$ cat config.mk
export PLATFORM = sky130hd
export DESIGN_NAME = mem_read_arbiter
export DESIGN_NICKNAME = d
export VERILOG_FILES = /design/src/rtl/mem_read_arbiter.sv
export SDC_FILE = /design/constraint.sdc
export NUM_CORES = 1
export LEC_CHECK = 0
export ABC_AREA = 0
export BUFFER_PORTS_ARGS = -buffer_cell sky130_fd_sc_hd__buf_2
export CAP_MARGIN = 30
export CORE_ASPECT_RATIO = 1.1
export CORE_MARGIN = 4
export CORE_UTILIZATION = 34
export CTS_BUF_LIST = sky130_fd_sc_hd__clkbuf_4
export CTS_CLUSTER_DIAMETER = 50
export DETAILED_ROUTE_END_ITERATION = 10
export PLACE_DENSITY = 0.73
export SETUP_SLACK_MARGIN = 0.2
export SLEW_MARGIN = 25
export SYNTH_ARGS = -nofsm -noshare
export SYNTH_HDL_FRONTEND = slang
export SYNTH_SLANG_ARGS = --single-unit
$ cat constraint.sdc
create_clock -name clk -period 2.7 [get_ports clk]
set_clock_uncertainty 0.2 [all_clocks]
set_input_delay 0.135 -clock clk [delete_from_list [all_inputs] [get_ports clk]]
set_output_delay 0.135 -clock clk [all_outputs]
set_load 0.01 [all_outputs]
$ cat src/rtl/mem_read_arbiter.sv
`default_nettype none
// +----------------------------------------------------------------------------+
// | mem_read_arbiter: shares one AXI-lite read port (AR/R) between IFU and LSU, |
// | one outstanding read, round-robin or fixed-LSU priority, response timeout.  |
// | Revision: 1.0                                                               |
// +----------------------------------------------------------------------------+
module mem_read_arbiter #(
    parameter int ADDR_W     = 32,
    parameter int DATA_W     = 32,
    parameter int FIXED_PRIO = 0,
    parameter int TIMEOUT    = 255
) (
    input  logic              clk,
    input  logic              rst,

    input  logic [ADDR_W-1:0] m0_araddr,
    input  logic              m0_arvalid,
    output logic              m0_arready,
    output logic [DATA_W-1:0] m0_rdata,
    output logic [1:0]        m0_rresp,
    output logic              m0_rvalid,
    input  logic              m0_rready,

    input  logic [ADDR_W-1:0] m1_araddr,
    input  logic              m1_arvalid,
    output logic              m1_arready,
    output logic [DATA_W-1:0] m1_rdata,
    output logic [1:0]        m1_rresp,
    output logic              m1_rvalid,
    input  logic              m1_rready,

    output logic [ADDR_W-1:0] s_araddr,
    output logic              s_arvalid,
    input  logic              s_arready,
    input  logic [DATA_W-1:0] s_rdata,
    input  logic [1:0]        s_rresp,
    input  logic              s_rvalid,
    output logic              s_rready,

    output logic              busy
);

    localparam int               CNT_W      = (TIMEOUT > 0) ? $clog2(TIMEOUT + 1) : 1;
    localparam logic [CNT_W-1:0] c_cnt_last = CNT_W'(TIMEOUT - 1);
    localparam logic [CNT_W-1:0] c_cnt_sat  = CNT_W'(TIMEOUT);
    localparam bit               c_to_en    = (TIMEOUT != 0);

    typedef enum logic [1:0] {
        S_IDLE  = 2'd0,
        S_ADDR  = 2'd1,
        S_RESP  = 2'd2,
        S_DRAIN = 2'd3
    } state_t;

    state_t            state_q, state_d;
    logic              grant_q, grant_d;
    logic              last_q, last_d;
    logic [ADDR_W-1:0] araddr_q, araddr_d;
    logic [CNT_W-1:0]  cnt_q, cnt_d;

    logic              w_gnt_sel;
    logic              w_any_req;
    logic              w_m_rready;
    logic              w_timed_out;
    logic              w_rvalid;
    logic [DATA_W-1:0] w_rdata;
    logic [1:0]        w_rresp;

    always_comb begin
        w_any_req = m0_arvalid | m1_arvalid;
        if (m0_arvalid && m1_arvalid) begin
            w_gnt_sel = (FIXED_PRIO != 0) ? 1'b1 : ~last_q;
        end else begin
            w_gnt_sel = m1_arvalid;
        end
    end

    assign w_m_rready = grant_q ? m1_rready : m0_rready;

    // Once the counter saturates the error response is held even if the slave wakes up.
    assign w_timed_out = c_to_en &&
                         (((cnt_q == c_cnt_last) && !s_rvalid) || (cnt_q == c_cnt_sat));

    always_comb begin
        state_d    = state_q;
        grant_d    = grant_q;
        last_d     = last_q;
        araddr_d   = araddr_q;
        cnt_d      = cnt_q;
        m0_arready = 1'b0;
        m1_arready = 1'b0;
        s_arvalid  = 1'b0;
        s_rready   = 1'b0;
        w_rvalid   = 1'b0;
        w_rdata    = '0;
        w_rresp    = 2'b00;
        case (state_q)
            S_IDLE: begin
                // rst gating keeps arready low while reset is asserted
                if (w_any_req && rst) begin
                    m0_arready = ~w_gnt_sel;
                    m1_arready = w_gnt_sel;
                    grant_d    = w_gnt_sel;
                    araddr_d   = w_gnt_sel ? m1_araddr : m0_araddr;
                    state_d    = S_ADDR;
                end
            end
            S_ADDR: begin
                s_arvalid = 1'b1;
                if (s_arready) begin
                    state_d = S_RESP;
                    cnt_d   = '0;
                end
            end
            S_RESP: begin
                if (w_timed_out) begin
                    w_rvalid = 1'b1;
                    w_rresp  = 2'b10;
                    if (cnt_q != c_cnt_sat) begin
                        cnt_d = cnt_q + 1'b1;
                    end
                    if (w_m_rready) begin
                        state_d = S_DRAIN;
                    end
                end else begin
                    w_rvalid = s_rvalid;
                    w_rdata  = s_rdata;
                    w_rresp  = s_rresp;
                    s_rready = w_m_rready;
                    if (s_rvalid) begin
                        if (w_m_rready) begin
                            last_d  = grant_q;
                            state_d = S_IDLE;
                        end
                    end else if (cnt_q != c_cnt_sat) begin
                        cnt_d = cnt_q + 1'b1;
                    end
                end
            end
            S_DRAIN: begin
                s_rready = 1'b1;
                if (s_rvalid) begin
                    last_d  = grant_q;
                    state_d = S_IDLE;
                end
            end
            default: state_d = S_IDLE;
        endcase
    end

    always_ff @(posedge clk or negedge rst) begin
        if (!rst) begin
            state_q  <= S_IDLE;
            grant_q  <= 1'b0;
            last_q   <= 1'b1;
            araddr_q <= '0;
            cnt_q    <= '0;
        end else begin
            state_q  <= state_d;
            grant_q  <= grant_d;
            last_q   <= last_d;
            araddr_q <= araddr_d;
            cnt_q    <= cnt_d;
        end
    end

    assign m0_rvalid = w_rvalid & ~grant_q;
    assign m1_rvalid = w_rvalid & grant_q;
    assign m0_rdata  = grant_q ? '0 : w_rdata;
    assign m1_rdata  = grant_q ? w_rdata : '0;
    assign m0_rresp  = grant_q ? 2'b00 : w_rresp;
    assign m1_rresp  = grant_q ? w_rresp : 2'b00;
    assign s_araddr  = araddr_q;
    assign busy      = (state_q != S_IDLE);

endmodule
`default_nettype wire

Word level (Yosys, flattened, before mapping)
Cells that the tools add are included.
{ "totals": {"out_inout_bits": 107, "inputBits": 106, "ff_bits": 44, "elab_cells": 77} }
{ "classes": {"add_sub_neg": 1, "n_eq_ne": 14, "bitwise_logic": 6, "reduce_logical": 13, "n_mux": 38} }
{ "op_table": {"columns": ["operator", "n"], "rows": [
  ["32-bit 2-to-1 mux", 5],
  ["8-bit 2-to-1 mux", 4],
  ["2-bit 2-to-1 mux", 11],
  ["8-bit == test, second input constant", 2],
  ["8-bit one-hot mux with 2 select lines", 1],
  ["1-bit 2-to-1 mux", 14],
  ["2-bit != test, second input constant", 6],
  ["5-bit AND reduction", 2],
  ["8-bit by 1-bit adder with 8-bit output, second input constant", 1],
  ["8-bit != test, second input constant", 1],
  ["2-bit one-hot mux with 4 select lines", 1],
  ["3-bit != test, second input constant", 2],
  ["2-bit nonzero test", 3],
  ["2-bit == test, second input constant", 2],
  ["1-bit one-hot mux with 2 select lines", 2],
  ["1-bit logical AND", 3],
  ["1-bit NOT", 3],
  ["3-bit AND reduction", 1],
  ["1-bit AND", 2],
  ["2-bit by 1-bit == test with 1-bit output, second input constant", 1],
  ["2-bit zero test", 1],
  ["2-bit AND reduction", 1],
  ["1-bit zero test", 1],
  ["1-bit logical OR", 1],
  ["1-bit bitwise OR", 1]
]} }

Depth between registers and ports, before layout
Gate-level depths: netlist of the first run.
{ "depth": {"word_depth": 6, "depth_mapped": 7, "ltp_nobuf": 6} }

Worst setup path before layout of the first run
No wires, ideal clock.
{ "synth_path": {"path_type": "register to output", "start": "register cnt_q[0]", "end": "output port m0_rdata[10]", "stages_incl_launch_ff": 8, "slack_ns": 0.843, "arrival_time_ns": 1.522, "cell_sequence": "dfrtp_1 > inv_1 > ha_1 > nand2b_4 > a211oi_4 > nor3_4 > buf_6 > and2_1"} }
{ "synth_between": {"elab_chain_len": 6} }
{ "synth_lines": {"columns": ["item", "line", "rtl"], "rows": [
  ["start, declared", "59", "logic [CNT_W-1:0] cnt_q, cnt_d;"],
  ["start signal, assigned", "163", "cnt_q <= cnt_d;"],
  ["8-bit == test", "82", "(((cnt_q == c_cnt_last) && !s_rvalid) || (cnt_q == c_cnt_sat));"],
  ["1-bit logical AND", "82", null],
  ["1-bit logical OR (*)", "82", null],
  ["32-bit 2-to-1 mux (*)", "116", "if (w_timed_out) begin"],
  ["32-bit 2-to-1 mux (*)", "97", "case (state_q)"],
  ["32-bit 2-to-1 mux (*)", "169", "assign m0_rdata = grant_q ? '0 : w_rdata;"],
  ["end, declared", "19", "output logic [DATA_W-1:0] m0_rdata,"]
]} }
Every way passes the cells marked *; elsewhere a longest branch is shown, timed or not.

Worst setup path after layout of the first run
{ "layout_path": {"start": "register cnt_q[1]", "end": "output port m0_rdata[20]"} }
The elaborated chain is that of the path after synthesis.

==> results of run 1 <==
## flip-flops by register name (all words and copies together), names as in the netlist
register / flops
s_araddr: 32
cnt_q: 8
state_q: 2
grant_q: 1
last_q: 1
## cell usage in the layout (no fill, tap or decap), drive strengths merged, types with 2 or more instances in the layout
master       Yosys  layout
mux2i           35      35
a21boi           2       2
nor2            13      14
inv              4       4
mux2             2       2
and2            67      67
nand3            4       4
ha               2       2
nand2           39      39
or2              3       3
o31ai            2       2
nand2b           3       3
dfrtp           43      43
nor3             4       5
dlygate4sd3      0      67
a2111oi          2       2
buf             17     227
o211ai           2       2
clkbuf           2       8
o21ai           39      39
## Yosys cell counts, types with 4 or more instances
cell     number
mux2i_1      35
nand2_1      38
nor2_1       12
nand3_1       4
buf_6         8
and2_1       64
o21ai_1      34
buf_2         6
o21ai_0       5
dfrtp_1      43
## timing repair
action | in CTS | in global routing
buffers inserted | 3 | 7
setup endpoints to repair | 33 | 67
pin swaps | 2 | 19
hold buffers | 67 | 0
hold endpoints to repair | 78 | 0
gates cloned | 1 | 3
resized for setup | 1 | 38
## final timing paths
kind / endpoint / from / depth (start not counted) / slack, ps
min: state_q[0]$_DFFE_PN0P_ / m1_rready / 4 / 80
min in group asynchronous: s_araddr[11]$_DFFE_PN0P_ / rst / 3 / 210
max in group asynchronous: cnt_q[0]$_DFFE_PN0P_ / rst / 3 / 1690
max reg2reg: s_araddr[20]$_DFFE_PN0P_ / last_q$_DFFE_PN1P_ / 5 / 480
min reg2reg: s_araddr[4]$_DFFE_PN0P_ / s_araddr[4]$_DFFE_PN0P_ / 2 / 290
max: m0_rdata[20] / cnt_q[1]$_DFFE_PN0P_ / 8 / 240
## cells by family after synthesis
group	count (synthesis)
buffers and inverters	23
XOR/XNOR	1
AND/OR/NAND/NOR	139
flip-flops	44
multiplexers	37
AO/OA/AOI/OAI	54
adder cells (fa/ha/maj)	2
## layout make-up
type                            instances  share of cell area
Multi-Input combinational cell        235               0.331
Timing Repair Buffer                  296               0.402
Clock buffer                            6             0.00896
Tap cell                              108              0.0269
Sequential cell                        44               0.220
Inverter                                4             0.00448
Clock inverter                          2             0.00697
## worst max-delay path: cells and delay by family (launching register included)
family / cells / cell delay (ps)
buf+inv: 4 / 530
simple gates: 2 / 500
compound gates: 1 / 60
fa+ha+maj: 1 / 200
flops: 1 / 480
## report_power, final
group          total (mW)  switching, mW  internal [mW]
Clock               0.416          0.212          0.204
Combinational        2.24           1.12           1.12
Sequential           1.16          0.235          0.929
Total                3.82           1.57           2.25
## routing by layer
metal | GRT usage | vias up
met2 | 0.389 | 193
met3 | 0.0769 | 16
li1 | - | 1589
met4 | 0.0423 | 6
met1 | 0.242 | 1612
met5 | 0 | -
## metrics by stage
stage	worst slack [ps]	utilization	cell area [sq um]	std cells	hold slack, ps
after floorplan	843	-	2840	300	-361
after global placement	460	0.489	3930	606	57.4
after detailed placement	367	0.489	3930	606	70.6
after CTS	164	0.590	4750	685	53.5
after global routing	159	0.625	5030	695	93.5
final	237	0.625	5030	695	81.3
==> flow_metrics.py, run 1 <==
metrics = {
    "synth": {
        "synthDistinctLibCells": 46,
        "largest_area_contributor_in_the_netlist": "dfrtp_1",
        "dominantRegCellSynth": "dfrtp_1",
        "muxShareOfSynthArea": 0.133,
        "synth-edff-count": 0,
        "synth.area.top_cells": "dfrtp_1 38%, and2_1 14%, mux2i_1 12%",
        "synthesis.nets": 408,
        "synth_sequential_area_ratio": 0.389,
        "synthXorXnorAreaFrac": 0.00309,
        "synth_compound_area_frac": 0.123,
        "synth-seq-cells": 44,
        "yosysWarningCount": 0,
        "synth_simple_gate_area_frac": 0.286,
        "postSynthCellCount": 300,
        "cell_area_after_technology_mapping_sq_mm": 0.00284,
        "synth_adder_area_share": 0.00882,
        "synth_area_per_cell_sq_um": 9.45,
        "asyncSetResetFlopFracSynth": 1.00,
        "area_share_of_the_largest_cell_type_after_synthesis": 0.379,
        "largest_family_of_logic_cells_by_synthesized_area": "simple AND/OR/NAND/NOR gates",
    },
    "route": {
        "met1Wirelength_um": 4150,
        "final_antenna_net_count": 0,
        "routed_wire_length_um": 11600,
        "drt-vias-per-instance": 4.92,
        "drtIter0Drc": 105,
        "detail_route.wl_per_cell_um": 16.7,
        "drt_drc_violations_left": 0,
        "top_sig_layer": "met5",
        "route.met3.wl_um": 1340,
        "drt_pass1_iterations": 4,
        "dr_total_vias": 3416,
        "met2WireLength_um": 5980,
    },
    "clock_network": {
        "cts_num_sinks": 44,
        "cts_tree": "yes",
        "ctsRootBufferMaster": "clkbuf_4",
        "htree_levels": 2,
        "clkLatencyLatePin_ps": 340,
        "cts_made_buffers": 5,
        "max-clock-path-buffers": 2,
        "clkTransAtPathRegs_ps": 130,
    },
    "critical_path": {
        "worstPathRequired_ps": 2370,
        "cp_cell_sequence": "ha_4 > inv_8 > a211oi_4 > buf_12 > nor3_4 > clkbuf_16 > and2_4 > buf_6",
        "critical-path-slowest-cell": "dfrtp_2",
        "type_of_element_launching_the_critical_path": "flop",
        "delay_of_the_slowest_critical_path_stage_ps": 480,
        "worstSetupPathType": "reg2out",
        "worst_ep_arrival_time_ps": 2130,
        "critical_path_peak_fanout": 8,
        "setup.worst_path.end_class": "output port",
    },
    "job": {
        "drv_cap": 0,
    },
    "power_and_ir_drop": {
        "static-leakage-power_nw": 2.68,
        "power-per-cell-area_mw_per_mm2": 761,
        "worst_ir_drop_vdd_mv": 0.474,
        "finalPower_mw": 3.82,
    },
    "sta": {
        "timing.final.setup_violations": 0,
        "report.final.slew_viol_count": 0,
        "setup_total_negative_slack_ps": 0,
        "final.period_utilization": 0.912,
        "minimum_clock_period_ps": 2460,
        "rsz0062_at_grt": "yes",
        "hold_viol": 0,
        "clock.fmax_ghz": 0.406,
        "relSlewSlack": 0.594,
        "max_slew.worst_pin.slew_ps": 609,
    },
    "die": {
        "floorplan.die.height_um": 104,
        "dieArea_sq_mm": 0.00987,
        "die-width_um": 95.1,
        "num_rows": 34,
        "initial_core_util": 0.353,
        "top_level_ports": 213,
        "core_region_area_sq_mm": 0.00804,
    },
    "cells_and_area": {
        "antenna_cells_inserted": 0,
        "nNetsFinal": 694,
        "seqCellArea_sq_mm": 0.00110,
        "area_growth_pct": 77.2,
        "final.fill_count": 637,
        "multiInputGateArea_sq_mm": 0.00166,
        "layout_cells_sized_above_1": 0.470,
    },
    "global_route": {
        "grt_pass1_wl_um": 16900,
        "via_count_of_the_first_global_routing_pass": 3390,
        "largest_net_degree_at_the_start_of_global_routing": 45,
        "grt_use_total": 0.217,
        "grt.overflow.total": 0,
        "antenna_found_initial": 3,
    },
    "min_path": {
        "hold_class": "in2reg",
    },
    "outcome": {
        "status": "finished clean",
    },
    "place": {
        "portBuffers": 212,
        "hpwl_after_dpl_um": 7630,
        "routabilityCongestion": 0.773,
    },
}
(Power assumes the default switching activity.)
==> run 2, diff against run 1 <==
--- a/config.mk
+++ b/config.mk
@@ -11,10 +11,10 @@
 export CORE_ASPECT_RATIO = 1.1
 export CORE_MARGIN = 4
 export CORE_UTILIZATION = 34
-export CTS_BUF_LIST = sky130_fd_sc_hd__clkbuf_4
+export CTS_BUF_LIST = sky130_fd_sc_hd__clkbuf_4 sky130_fd_sc_hd__clkbuf_8 sky130_fd_sc_hd__clkbuf_16
 export CTS_CLUSTER_DIAMETER = 50
 export DETAILED_ROUTE_END_ITERATION = 10
-export PLACE_DENSITY = 0.73
+export PLACE_DENSITY = 0.7
 export SETUP_SLACK_MARGIN = 0.2
 export SLEW_MARGIN = 25
 export SYNTH_ARGS = -nofsm -noshare
==> run 2 against run 1 <==
Net effect:
- sequential cell count unchanged
- hold slack worse by 17 ps
- die area unchanged
- utilization down 3.3 points
- sequential power about the same
- clock power up 6.7%
- setup slack better by 51 ps
- design area down 5.3%
- sequential share of layout area up 1.2 points
- clock-buffer cell count up 2
- critical path type unchanged
- cell count down 1.7%
- non-clock buffer count down 11
==> flow_metrics.py, run 2 (synthesis results as in run 1) <==
metrics = {
    "outcome": {
        "status": "finished clean",
    },
    "die": {
        "initial_core_util": 0.353,
        "dieArea_sq_mm": 0.00987,
        "top_level_ports": 213,
        "num_rows": 34,
        "die-width_um": 95.1,
        "floorplan.die.height_um": 104,
        "core_region_area_sq_mm": 0.00804,
    },
    "clock_network": {
        "ctsRootBufferMaster": "clkbuf_8",
        "clkTransAtPathRegs_ps": 80,
        "cts_num_sinks": 44,
        "htree_levels": 2,
        "clkLatencyLatePin_ps": 280,
        "cts_made_buffers": 5,
        "max-clock-path-buffers": 2,
        "cts_tree": "yes",
    },
    "cells_and_area": {
        "area_growth_pct": 67.8,
        "nNetsFinal": 682,
        "commonest_non_fill_non_tap_cell_in_the_layout": "buf_2",
        "flip_flop_count_of_the_largest_register_after_layout": 32,
        "layout.cells.most_common_list": "212 x buf_2, 66 x dlygate4sd3_1, 64 x and2_1, 43 x dfrtp_1, 38 x nand2_1",
        "utilization": 0.592,
        "final.fill_count": 684,
        "antenna_cells_inserted": 0,
        "finish.cell_count_without_fillers": 683,
        "layout_cells_sized_above_1": 0.431,
    },
    "place": {
        "portBuffers": 212,
        "routabilityCongestion": 0.787,
        "hpwl_after_dpl_um": 7430,
        "dpl.cell_count": 605,
    },
    "critical_path": {
        "delay_of_the_slowest_critical_path_stage_ps": 420,
        "worstPathRequired_ps": 2370,
        "worst_ep_arrival_time_ps": 2080,
        "setup.worst_path.start": "cnt_q[0]$_DFFE_PN0P_",
        "worst_path_dominant_cell_family": "simple AND/OR/NAND/NOR gates",
        "setup.worst_path.end_class": "output port",
        "worst_r2r_startpoint": "last_q$_DFFE_PN1P_",
        "critical-path-slowest-cell": "dfrtp_1",
        "critical_path_peak_fanout": 33,
        "worstSetupPathType": "reg2out",
        "type_of_element_launching_the_critical_path": "flop",
        "cp_cell_sequence": "ha_1 > inv_2 > a211oi_4 > buf_12 > nor2_4 > and2_1 > buf_2",
        "critical_path.n_buffers_inverters": 3,
    },
    "route": {
        "drt_drc_violations_left": 0,
        "met2WireLength_um": 5350,
        "detail_route.wl_per_cell_um": 16.0,
        "top_sig_layer": "met5",
        "drt_pass1_iterations": 6,
        "routed_wire_length_um": 11000,
        "route.met3.wl_um": 1310,
        "dr_total_vias": 3265,
        "met1Wirelength_um": 3950,
        "drt-vias-per-instance": 4.78,
        "final_antenna_net_count": 0,
        "drtIter0Drc": 79,
    },
    "sta": {
        "setup_total_negative_slack_ps": 0,
        "max_slew.worst_pin.slew_ps": 546,
        "worst_hold_slack_ps": 63.9,
        "clock.fmax_ghz": 0.415,
        "final.period_utilization": 0.893,
        "relSlewSlack": 0.636,
        "report.final.slew_viol_count": 0,
        "rsz0062_at_grt": "yes",
        "timing.final.setup_violations": 0,
        "minimum_clock_period_ps": 2410,
        "hold_viol": 0,
    },
    "power_and_ir_drop": {
        "worst_ir_drop_vdd_mv": 0.410,
        "static-leakage-power_nw": 2.59,
        "power-per-cell-area_mw_per_mm2": 752,
    },
    "job": {
        "drv_cap": 0,
    },
    "global_route": {
        "grt_pass1_wl_um": 17000,
        "via_count_of_the_first_global_routing_pass": 3387,
        "largest_net_degree_at_the_start_of_global_routing": 52,
        "grt.overflow.total": 0,
        "grt_use_total": 0.217,
        "antenna_found_initial": 1,
    },
    "min_path": {
        "min_from": "s_rvalid",
        "hold_class": "in2reg",
    },
}
## run 2: cell types whose count changed in the layout (fill, tap and decap cells not counted), moves of 2 or more
cell	change
clkbuf_4	-4
buf_4	-6
clkbuf_8	+6
buf_2	+13
and2_4	-12
clkbuf_16	-2
dfrtp_2	-2
and2_1	+12
ha_4	-2
buf_6	-15
ha_1	+2
dfrtp_1	+2
## run 2: per-stage QoR
| step | cell area (sq um) | setup slack [ps] | power [mW] |
|---|---|---|---|
| 2_1_floorplan | 2840 | 843 | 2.23 |
| 3_3_place_gp | 3920 | 456 | 2.83 |
| 3_5_place_dp | 3920 | 371 | 2.88 |
| 4_1_cts | 4700 | 209 | 3.48 |
| 5_1_grt | 4760 | 112 | 3.85 |
| 6_report | 4760 | 288 | 3.58 |
## run 2: timing repair
item / 4_1_cts / 5_1_grt
hold buffers: 66 / 0
setup endpoints to repair: 33 / 68
pin swaps: 1 / 4
gates cloned: 1 / 0
setup buffers: 0 / 3
resized for setup: 1 / 0
endpoints found under the hold margin: 77 / 0
## run 2: worst min-delay path: cells and delay by family
family	cells	cell delay (ps)
buffers and inverters	1	150
AOI/OAI and AO/OA	1	60
and+or+nand+nor	1	160
## run 2: final timing paths
kind	endpoint	slack, ps	cells past startpoint
max	m1_rdata[30]	290	7
min	state_q[1]$_DFFE_PN0P_	60	3
max reg2reg	s_araddr[23]$_DFFE_PN0P_	400	5
min reg2reg	s_araddr[0]$_DFFE_PN0P_	280	2
max in group asynchronous	last_q$_DFFE_PN1P_	1640	3
min in group asynchronous	s_araddr[9]$_DFFE_PN0P_	290	3
## run 2: layout make-up
type                            count  area, sq um  share of cell area
Timing Repair Buffer              285         1810               0.381
Multi-Input combinational cell    234         1600               0.336
Sequential cell                    44         1100               0.232
Tap cell                          108          135              0.0284
Clock buffer                        8         97.6              0.0205
Inverter                            4         15.0             0.00316
## run 2: per-layer routing
layer,vias to the layer above,track usage
li1,1564,-
met1,1472,0.238
met2,197,0.375
met3,30,0.0769
met4,2,0.0835
met5,-,0
## run 2: where the power goes
group	total (mW)	switching, mW	internal [mW]
logic	1.97	1.05	0.922
registers	1.17	0.238	0.930
clock network	0.444	0.214	0.229
